`src/rtl/div_unit_pkg.sv`:
```
// -----------------------------------------------------------------------------
// div_unit_pkg
// Shared definitions for the RV32M divide/remainder unit.
//   - div_state_e : FSM state encoding (IDLE, CALC, FIX, DONE)
//   - DIV_ITERS   : number of restoring iterations (one quotient bit per cycle)
//   - ALU_*       : divide-class operation codes, mirroring the ALU encodings
//                   used by the execute stage
//   - is_div_op   : true for the four divide-class operation codes
// -----------------------------------------------------------------------------
package div_unit_pkg;

    localparam int DIV_ITERS = 32;

    typedef enum logic [1:0] {
        IDLE = 2'd0,
        CALC = 2'd1,
        FIX  = 2'd2,
        DONE = 2'd3
    } div_state_e;

    localparam logic [15:0] ALU_DIV  = 16'h0010;
    localparam logic [15:0] ALU_DIVU = 16'h0011;
    localparam logic [15:0] ALU_REM  = 16'h0012;
    localparam logic [15:0] ALU_REMU = 16'h0013;

    function automatic logic is_div_op(input logic [15:0] op);
        return (op == ALU_DIV) || (op == ALU_DIVU) ||
               (op == ALU_REM) || (op == ALU_REMU);
    endfunction

endpackage

```
`src/rtl/div_step.sv`:
```
// -----------------------------------------------------------------------------
// div_step
// One combinational radix-2 restoring iteration.
// Ports:
//   rem_in   [W-1:0] current partial remainder
//   quo_in   [W-1:0] dividend/quotient shift register (MSB shifts into rem)
//   divisor  [W-1:0] divisor magnitude
//   rem_out  [W-1:0] next partial remainder
//   quo_out  [W-1:0] next quotient shift register (new bit at LSB)
// -----------------------------------------------------------------------------
module div_step #(
    parameter int DATA_WIDTH = 32
) (
    input  logic [DATA_WIDTH-1:0] rem_in,
    input  logic [DATA_WIDTH-1:0] quo_in,
    input  logic [DATA_WIDTH-1:0] divisor,
    output logic [DATA_WIDTH-1:0] rem_out,
    output logic [DATA_WIDTH-1:0] quo_out
);

    logic [DATA_WIDTH-1:0] shifted_lo;
    logic [DATA_WIDTH:0]   trial;

    // The trial difference is one bit wider than the remainder: since the
    // partial remainder is always below the divisor, the extra bit is exactly
    // the sign of the subtraction.
    assign shifted_lo = {rem_in[DATA_WIDTH-2:0], quo_in[DATA_WIDTH-1]};
    assign trial      = {rem_in, quo_in[DATA_WIDTH-1]} - {1'b0, divisor};

    always_comb begin
        rem_out = shifted_lo;
        quo_out = {quo_in[DATA_WIDTH-2:0], 1'b0};
        if (!trial[DATA_WIDTH]) begin
            rem_out = trial[DATA_WIDTH-1:0];
            quo_out = {quo_in[DATA_WIDTH-2:0], 1'b1};
        end
    end

endmodule

```
`src/rtl/div_unit.sv`:
```
// -----------------------------------------------------------------------------
// div_unit
// Multi-cycle RV32M DIV/DIVU/REM/REMU unit, radix-2 restoring, one quotient
// bit per cycle, valid/ready handshakes on request and response.
//
// Handshake rule: a transfer happens on a rising edge where valid and ready
// are both high. reqReady is high only in IDLE; respValid is high only in
// DONE and, once raised, result and respValid hold until respReady is seen.
//
// Ports:
//   clk        rising-edge clock
//   rstN       asynchronous active-low reset
//   reqValid   request present          reqReady  unit idle, can accept
//   aluCtrl    operation code           a, b      dividend, divisor
//   respValid  result available         respReady consumer takes result
//   result     quotient or remainder    busy      state != IDLE
//   dbg_state  current FSM state
//
// Build option: DIV_EARLY_OUT_EN -- when defined, divide-by-zero and signed
// overflow are answered at the acceptance edge instead of after the full
// iteration; result values are the same either way.
// -----------------------------------------------------------------------------
module div_unit
    import div_unit_pkg::*;
#(
    parameter int DATA_WIDTH = DIV_ITERS
) (
    input  logic                  clk,
    input  logic                  rstN,
    input  logic                  reqValid,
    output logic                  reqReady,
    input  logic [15:0]           aluCtrl,
    input  logic [DATA_WIDTH-1:0] a,
    input  logic [DATA_WIDTH-1:0] b,
    output logic                  respValid,
    input  logic                  respReady,
    output logic [DATA_WIDTH-1:0] result,
    output logic                  busy,
    output div_state_e            dbg_state
);

    localparam int CNT_W = $clog2(DATA_WIDTH);
    localparam logic [CNT_W-1:0] CNT_LAST = CNT_W'(DATA_WIDTH - 1);
    localparam logic [DATA_WIDTH-1:0] MIN_NEG = {1'b1, {(DATA_WIDTH-1){1'b0}}};

    // Value mandated for divide-by-zero and signed overflow.
    function automatic logic [DATA_WIDTH-1:0] special_value(
        input logic                  is_quot,
        input logic                  div_zero,
        input logic [DATA_WIDTH-1:0] a_val
    );
        if (div_zero) return is_quot ? {DATA_WIDTH{1'b1}} : a_val;
        return is_quot ? MIN_NEG : '0;
    endfunction

    div_state_e            state;
    logic [CNT_W-1:0]      cnt;
    logic [15:0]           op_q;
    logic [DATA_WIDTH-1:0] a_q;
    logic [DATA_WIDTH-1:0] quo_q;
    logic [DATA_WIDTH-1:0] rem_q;
    logic [DATA_WIDTH-1:0] dvs_q;
    logic                  q_neg;
    logic                  r_neg;
    logic                  div_zero_q;
    logic                  ovf_q;
    logic [DATA_WIDTH-1:0] result_q;
    logic                  req_ready_q;
    logic                  resp_valid_q;
    logic                  busy_q;

    // Request decode, evaluated against the live inputs in IDLE.
    logic                  req_is_div;
    logic                  req_signed;
    logic                  a_neg;
    logic                  b_neg;
    logic [DATA_WIDTH-1:0] a_mag;
    logic [DATA_WIDTH-1:0] b_mag;
    logic                  req_div_zero;
    logic                  req_ovf;

    assign req_is_div   = is_div_op(aluCtrl);
    assign req_signed   = (aluCtrl == ALU_DIV) || (aluCtrl == ALU_REM);
    assign a_neg        = req_signed && a[DATA_WIDTH-1];
    assign b_neg        = req_signed && b[DATA_WIDTH-1];
    // Two's complement in DATA_WIDTH bits: |MIN_NEG| stays MIN_NEG and is
    // then treated as an unsigned magnitude.
    assign a_mag        = a_neg ? (~a + 1'b1) : a;
    assign b_mag        = b_neg ? (~b + 1'b1) : b;
    assign req_div_zero = (b == '0);
    assign req_ovf      = req_signed && (a == MIN_NEG) && (b == {DATA_WIDTH{1'b1}});

`ifdef DIV_EARLY_OUT_EN
    logic req_is_quot;
    assign req_is_quot = (aluCtrl == ALU_DIV) || (aluCtrl == ALU_DIVU);
`endif

    // Iteration datapath.
    logic [DATA_WIDTH-1:0] step_rem;
    logic [DATA_WIDTH-1:0] step_quo;

    div_step #(.DATA_WIDTH(DATA_WIDTH)) u_div_step (
        .rem_in  (rem_q),
        .quo_in  (quo_q),
        .divisor (dvs_q),
        .rem_out (step_rem),
        .quo_out (step_quo)
    );

    // Sign / special-case correction applied in FIX.
    logic                  op_is_quot;
    logic [DATA_WIDTH-1:0] q_fixed;
    logic [DATA_WIDTH-1:0] r_fixed;
    logic [DATA_WIDTH-1:0] fix_value;

    assign op_is_quot = (op_q == ALU_DIV) || (op_q == ALU_DIVU);
    assign q_fixed    = q_neg ? (~quo_q + 1'b1) : quo_q;
    assign r_fixed    = r_neg ? (~rem_q + 1'b1) : rem_q;

    always_comb begin
        fix_value = op_is_quot ? q_fixed : r_fixed;
        if (div_zero_q || ovf_q) begin
            fix_value = special_value(op_is_quot, div_zero_q, a_q);
        end
    end

    always_ff @(posedge clk or negedge rstN) begin
        if (!rstN) begin
            state        <= IDLE;
            cnt          <= '0;
            op_q         <= '0;
            a_q          <= '0;
            quo_q        <= '0;
            rem_q        <= '0;
            dvs_q        <= '0;
            q_neg        <= 1'b0;
            r_neg        <= 1'b0;
            div_zero_q   <= 1'b0;
            ovf_q        <= 1'b0;
            result_q     <= '0;
            req_ready_q  <= 1'b1;
            resp_valid_q <= 1'b0;
            busy_q       <= 1'b0;
        end else begin
            case (state)
                IDLE: begin
                    if (reqValid) begin
                        op_q        <= aluCtrl;
                        a_q         <= a;
                        quo_q       <= a_mag;
                        dvs_q       <= b_mag;
                        rem_q       <= '0;
                        q_neg       <= a_neg ^ b_neg;
                        r_neg       <= a_neg;
                        div_zero_q  <= req_div_zero;
                        ovf_q       <= req_ovf;
                        cnt         <= '0;
                        req_ready_q <= 1'b0;
                        busy_q      <= 1'b1;
                        if (!req_is_div) begin
                            state        <= DONE;
                            result_q     <= '0;
                            resp_valid_q <= 1'b1;
                        end
`ifdef DIV_EARLY_OUT_EN
                        else if (req_div_zero || req_ovf) begin
                            state        <= DONE;
                            result_q     <= special_value(req_is_quot, req_div_zero, a);
                            resp_valid_q <= 1'b1;
                        end
`endif
                        else begin
                            state <= CALC;
                        end
                    end
                end
                CALC: begin
                    quo_q <= step_quo;
                    rem_q <= step_rem;
                    if (cnt == CNT_LAST) begin
                        cnt   <= '0;
                        state <= FIX;
                    end else begin
                        cnt <= cnt + CNT_W'(1);
                    end
                end
                FIX: begin
                    result_q     <= fix_value;
                    resp_valid_q <= 1'b1;
                    state        <= DONE;
                end
                DONE: begin
                    if (respReady) begin
                        state        <= IDLE;
                        resp_valid_q <= 1'b0;
                        req_ready_q  <= 1'b1;
                        busy_q       <= 1'b0;
                    end
                end
                default: begin
                    state <= IDLE;
                end
            endcase
        end
    end

    assign reqReady  = req_ready_q;
    assign respValid = resp_valid_q;
    assign result    = result_q;
    assign busy      = busy_q;
    assign dbg_state = state;

endmodule
```
`config.mk`:
```
export PLATFORM = sky130hd
export DESIGN_NAME = div_unit
export DESIGN_NICKNAME = d
export VERILOG_FILES = /design/src/rtl/div_unit_pkg.sv /design/src/rtl/div_step.sv /design/src/rtl/div_unit.sv
export SDC_FILE = /design/constraint.sdc
export NUM_CORES = 1
export LEC_CHECK = 0
export ABC_CLOCK_PERIOD_IN_PS = 3750
export BUFFER_PORTS_ARGS = -buffer_cell sky130_fd_sc_hd__buf_4
export CORE_MARGIN = 2
export CORE_UTILIZATION = 50
export CTS_BUF_LIST = sky130_fd_sc_hd__clkbuf_4 sky130_fd_sc_hd__clkbuf_8
export DETAILED_ROUTE_END_ITERATION = 16
export MAX_ROUTING_LAYER = met4
export PLACE_DENSITY_LB_ADDON = 0.3
export SLEW_MARGIN = 10
export SYNTH_ARGS = -nofsm -noshare
export SYNTH_HDL_FRONTEND = slang
export SYNTH_SLANG_ARGS = --single-unit
```
`constraint.sdc`:
```
create_clock -name clk -period 3.75 [get_ports clk]
set_clock_uncertainty 0.2 [all_clocks]
set_input_delay 0.375 -clock clk [delete_from_list [all_inputs] [get_ports clk]]
set_output_delay 0.375 -clock clk [all_outputs]
set_load 0.01 [all_outputs]
```
Yosys cells after proc, flatten, opt, wreduce, memory -nomap -nowiden
Index checks and enable logic that the tools add are counted.
{"block": "word_totals", "regBits": 190, "latch_bits": 0, "mem_bits_rw": 0, "rom_bits": 0, "inputBits": 84, "out_inout_bits": 37, "wordCells": 102, "memories": 0}
{"block": "classes", "add_sub_neg": 6, "multipliers": 0, "n_div": 0, "magnitude_cmp": 0, "eq_ne": 16, "n_shift": 0, "n_mux": 38, "bitwise": 5, "reduce_logical": 22}
{"op": "32-bit 2-to-1 mux", "count": 15}
{"op": "32-bit case mux with 2 select lines", "count": 3}
{"op": "32-bit by 1-bit adder with 32-bit output, second input constant", "count": 4}
{"op": "32-bit NOT", "count": 4}
{"op": "16-bit by 5-bit == test with 1-bit output, second input constant", "count": 6}
{"op": "32-bit == test, second input constant", "count": 2}
{"op": "33-bit by 32-bit subtractor with 33-bit output", "count": 1}
{"op": "32-bit logical NOT", "count": 1}
{"op": "5-bit 2-to-1 mux", "count": 2}
{"op": "5-bit case mux with 2 select lines", "count": 1}
{"op": "1-bit 2-to-1 mux", "count": 9}
{"op": "3-bit AND reduction", "count": 3}
{"op": "2-bit 2-to-1 mux", "count": 4}
{"op": "2-bit inequality test, second input constant", "count": 4}
{"op": "2-bit case mux with 4 select lines", "count": 1}
{"op": "1-bit logical OR", "count": 6}
{"op": "2-bit nonzero test", "count": 3}
{"op": "5-bit by 1-bit adder with 5-bit output, second input constant", "count": 1}
{"op": "5-bit == test, second input constant", "count": 1}
{"op": "2-bit == test, second input constant", "count": 2}
{"op": "1-bit logical AND", "count": 4}
{"op": "1-bit case mux with 2 select lines", "count": 2}
{"op": "2-bit AND reduction", "count": 2}
{"op": "4-bit AND reduction", "count": 1}
{"op": "5 further kinds", "count": 5}

Logic depth before layout (Yosys ltp)
{"block": "logic_depth", "word_depth": 7, "ltp_mapped": 13, "depth_no_buf": 12}

Modules after synthesis
A second synthesis with hierarchy kept.
{"block": "hier_totals", "cells_unflattened": 1485, "hier_area_um2": 13431.6}
{"module": "div_unit", "instances": 1, "cells_each": 1148, "area_each_um2": 10832.9, "seq_area_each_um2": 4730.8}
{"module": "div_step", "instances": 1, "cells_each": 337, "area_each_um2": 2598.7, "seq_area_each_um2": 0.0}

Worst setup path before layout
OpenSTA, ideal clock, no wires.
{"block": "synth_path", "path_type": "reg-to-reg", "from": "reg quo_q[31]", "to": "reg rem_q[4]", "setup_ns": 0.135, "t_arrival_ns": 2.985, "t_required_ns": 3.415, "setup_slack_ns": 0.430, "path_stages_with_launch": 13, "path_buffers": 1, "period_less_slack_ns": 3.320, "path_cell_list": "dfrtp_1 > inv_1 > ha_1 > fa_1 > nand2b_1 > a21oi_1 > o41a_1 > a31o_2 > a21oi_1 > o311ai_1 > buf_2 > mux2i_1 > o21ai_0"}
{"block": "synth_between", "elab_chain_cells": 3}
{"item": "from (decl)", "line": "div_unit.sv:60", "rtl": "logic [DATA_WIDTH-1:0] quo_q;"}
{"item": "from (signal assigned)", "line": "div_unit.sv:150", "rtl": "quo_q <= a_mag;"}
{"item": "from (signal assigned)", "line": "div_unit.sv:178", "rtl": "quo_q <= step_quo;"}
{"item": "33-bit by 32-bit subtractor with 33-bit output", "line": "div_step.sv:28", "rtl": "assign trial = {rem_in, quo_in[DATA_WIDTH-1]} - {1'b0, divisor};"}
{"item": "32-bit 2-to-1 mux", "line": "div_step.sv:33", "rtl": "if (!trial[DATA_WIDTH]) begin"}
{"item": "32-bit case mux with 2 select lines", "line": "div_unit.sv:145", "rtl": "case (state)"}
{"item": "to (signal assigned)", "line": "div_unit.sv:179", "rtl": "rem_q <= step_rem;"}
{"item": "to (decl)", "line": "div_unit.sv:61", "rtl": "logic [DATA_WIDTH-1:0] rem_q;"}
No other way between the ends.
A chain may end at the register's enable or synchronous reset.

Final worst setup path
{"block": "layout_path", "from": "in a[4]", "to": "reg quo_q[30]"}
{"block": "layout_between", "elab_chain_cells": 5}
{"item": "from (decl)", "line": "div_unit.sv:33", "rtl": "input logic [DATA_WIDTH-1:0] a,"}
{"item": "32-bit NOT", "line": "div_unit.sv:88", "rtl": "assign a_mag = a_neg ? (~a + 1'b1) : a;"}
{"item": "32-bit by 1-bit adder with 32-bit output", "line": "div_unit.sv:88"}
{"item": "32-bit 2-to-1 mux", "line": "div_unit.sv:88"}
{"item": "32-bit 2-to-1 mux", "line": "div_unit.sv:147", "rtl": "if (reqValid) begin"}
{"item": "32-bit case mux with 2 select lines", "line": "div_unit.sv:145"}
No other way between the ends. The select of a mux whose other input is x is not followed.

==> metrics.cfg <==
[min_path]
hold_end = dvs_q[17]
hold_depth = 3
worstHoldStart = b[17]
hp-class = input pin to register

[worst_setup_path]
r2r-start = quo_q[31]
path_buf_inv = 3
critPathSlowestCell = or4_1
worst_ep_arrival_time_ns = 3.70
worstRegToRegCells = 13
r2r_setup_slack_ns = 0.23
worstPathMaxFanout = 5
criticalPathCategory = input pin to register
crit_chain = dlygate4sd3_1, buf_4, nor4_4, nand3_1, or4_1, or4_1, nor4_4, buf_4, a21oi_1, xor2_1, mux2i_1, o21ai_1
critPathTopFamily = simple AND/OR/NAND/NOR gates
slowest_delay_ns = 0.58
crit_path_start_kind = input pin
regToRegEndpoint = quo_q[0]
critPathRequiredTime_ns = 3.89
end_kind = register

[final_layout]
area_growth_pct = 18.42
final_area_um2 = 15220
antenna_cells = 0
final_net_count = 1861
layout-drive-gt1-share_pct = 12.08

[flow_run]
max_cap_viol_count = 0

[floorplanning]
die_h_um = 164.3
start_util_pct = 51.03
die_w_um = 164.3
dieArea_um2 = 27000
rows = 58
core_area_um2 = 25180
num_io_pins = 121

[clock_tree]
clock_sinks = 189
cts_htree_levels = 4
post_cts_resized = 0
cts_buffers = 17
insertion_delay_ns = 0.49
cts-root-buf = clkbuf_8
cts_max_path_buffers = 2
clk_pin_slew_ns = 0.10
cts_tree = done

[global_route]
grt_antenna_before_repair = 0
grt_pass1_vias = 11500
grt.total_usage_pct = 27.62
grt_max_degree = 83
grt_pass1_wl_mm = 58.08
grt.overflow.total = 0

[drt]
wirelength_mm = 35.15
wl_per_cell_um = 16.93
route.detailed.drc = 0
firstDrtPassIters = 6
antenna_left = 0
vias = 11990
drt-vias-per-instance = 5.775
first_iter_violations = 1135

[timing]
max_freq_mhz = 281.0
hold_violations = 0
worst_slack_ns = 0.1919
fin_crit_sh_pct = 94.88
max-slew-margin-rel_pct = 33.75
setup_viol_count_final = 0
tightest_slew_ns = 0.9938
setup_tns_ns = 0
rsz0062_at_grt = no
min_period_ns = 3.558
drv_slew = 0

[synthesis]
ys_ff_latch = 189
synthTopCellsByCount = 340 x nand2_1, 188 x dfrtp_1, 174 x o21ai_0
synth-edff-count = 0
yosysTopAreaCell = dfrtp_1
synthArstFlopShare_pct = 100.0
ys.flop_type = dfrtp_1
synthDominantCellAreaShare_pct = 36.61
yosysWarnings = 0
syn_area_per_cell_um2 = 8.092
synth_nets = 1716
yosysSeqAreaShare_pct = 36.82
syn_inst = 1588
synth_most_common_cell = nand2_1
netlist_area_um2 = 12850
synth_cell_type_count = 71
synth_area_leaders = dfrtp_1 37%, nand2_1 9.9%, o21ai_0 6.8%

[placed_design]
io_buffers = 120
pre_cts_slack_ns = 0.2677
place_area_um2 = 14120
post-dp-hpwl_mm = 25.07
gp_congestion = 0.8958

[power_and_ir_drop]
p_leak_nw = 6.956
irDropWorstVdd_mv = 0.3433
power_density_nw_per_um2 = 595.1
total_power_mw = 9.056

[run_status]
status = finished clean

==> state kept, by name, indices dropped and copies added, names as in the netlist, 2 cells and up <==
name	count
a_q	32
cnt	5
dbg_state	2
dvs_q	32
op_q	15
quo_q	32
rem_q	32
result	32
==> per-layer routing <==
metal  share of wire (%)  wire, um  global-route usage [%]  vias to the layer above
li1                    -         -                       -                     5862
met1                  46     16190                   37.46                     5680
met2                  47     16510                   44.05                      404
met3                 5.5      1945                   3.005                       43
met4                 1.5       510                   7.735                        0
met5                   0         0                       -                        -
==> worst reg2reg max path, stage by stage, from the launching register on <==
cell and delay [ns]:
dfrtp_1 0.40, inv_1 0.08, ha_1 0.23, fa_1 0.41, nand2b_1 0.19, a21oi_1 0.19
o41a_1 0.27, a31o_2 0.26, a21oi_1 0.15, a21oi_1 0.26, o311ai_4 0.16, buf_12 0.22
mux2_2 0.30, o21ai_0 0.14
==> per-stage QoR <==
step	hold slack (ns)	utilization, %	instances
3_3_place_gp	0.2513	56.09	1977
3_5_place_dp	0.2572	56.09	1977
2_1_floorplan	-0.1206	-	1588
5_1_grt	0.02700	60.43	2076
6_report	0.01916	60.43	2076
4_1_cts	0.003240	60.40	2075
==> logic make-up (layout without fill, tap and decap cells) <==
family / count (synthesis) / in the layout / share of synthesized area, %
adders and majority gates: 44 / 44 / 4.343
DFF: 189 / 189 / 36.82
xor gates and xnor gates: 146 / 146 / 9.951
and+or+nand+nor: 598 / 598 / 20.97
muxes: 44 / 44 / 3.476
AOI/OAI and AO/OA: 425 / 425 / 20.24
buffers and inverters: 142 / 300 / 4.197
==> area by class of cell <==
cell class	count	area, um2
fill	2215	9965
multi-input combinational	1257	7631
sequential	189	4731
timing repair buffer	214	1815
tap	330	412.9
clock buffer	17	234.0
inverter	54	202.7
clock inverter	15	190.2
==> repair_timing <==
item | CTS | global route
buffers inserted | 0 | 1
hold buffers | 66 | 0
endpoints found under the setup margin | 0 | 1
hold endpoints to repair | 146 | 0
==> worst max-delay path by stage <==
stage / start / to / slack [ns] / cells past startpoint
2_1_floorplan: quo_q[31] / rem_q[4] / 0.43 / 12
5_1_grt: a[4] / quo_q[30] / 0.01 / 12
4_1_cts: a[5] / quo_q[30] / 0.24 / 11
3_3_place_gp: a[5] / quo_q[30] / 0.37 / 10
6_report: a[4] / quo_q[30] / 0.19 / 12
3_5_place_dp: a[5] / quo_q[30] / 0.27 / 10
==> report_power, final <==
group	switching [mW]	internal (mW)	total, mW
Sequential	0.604	2.70	3.31
Combinational	2.65	1.65	4.30
Clock	0.874	0.577	1.45
==> placed cells by master, fill, tap and decap left out, types with 5 or more instances in the layout <==
master         instances
a211oi_1               7
dlygate4sd3_1         66
o21a_1                 9
and3_1                 5
mux2i_1               39
nor2b_1                8
o31ai_1               40
xor2_1                73
o21ai_0              174
nand2_1              339
nor3_1                28
nor2_1                91
xnor2_1               73
clkbuf_8              18
or3_1                 14
a32oi_1                7
a31oi_1                7
nand2b_1              11
inv_1                 54
buf_4                144
inv_8                  6
o221ai_1              11
ha_1                  42
a21o_1                 7
dfrtp_1              188
nand3_1               29
nand4_1               19
o41ai_1               11
or4_1                  9
and2_1                 6
a21oi_1               93
o21bai_1               5
mux2_2                 5
nor4_1                11
o211ai_1              17
Power figures use the tool's default switching activity.
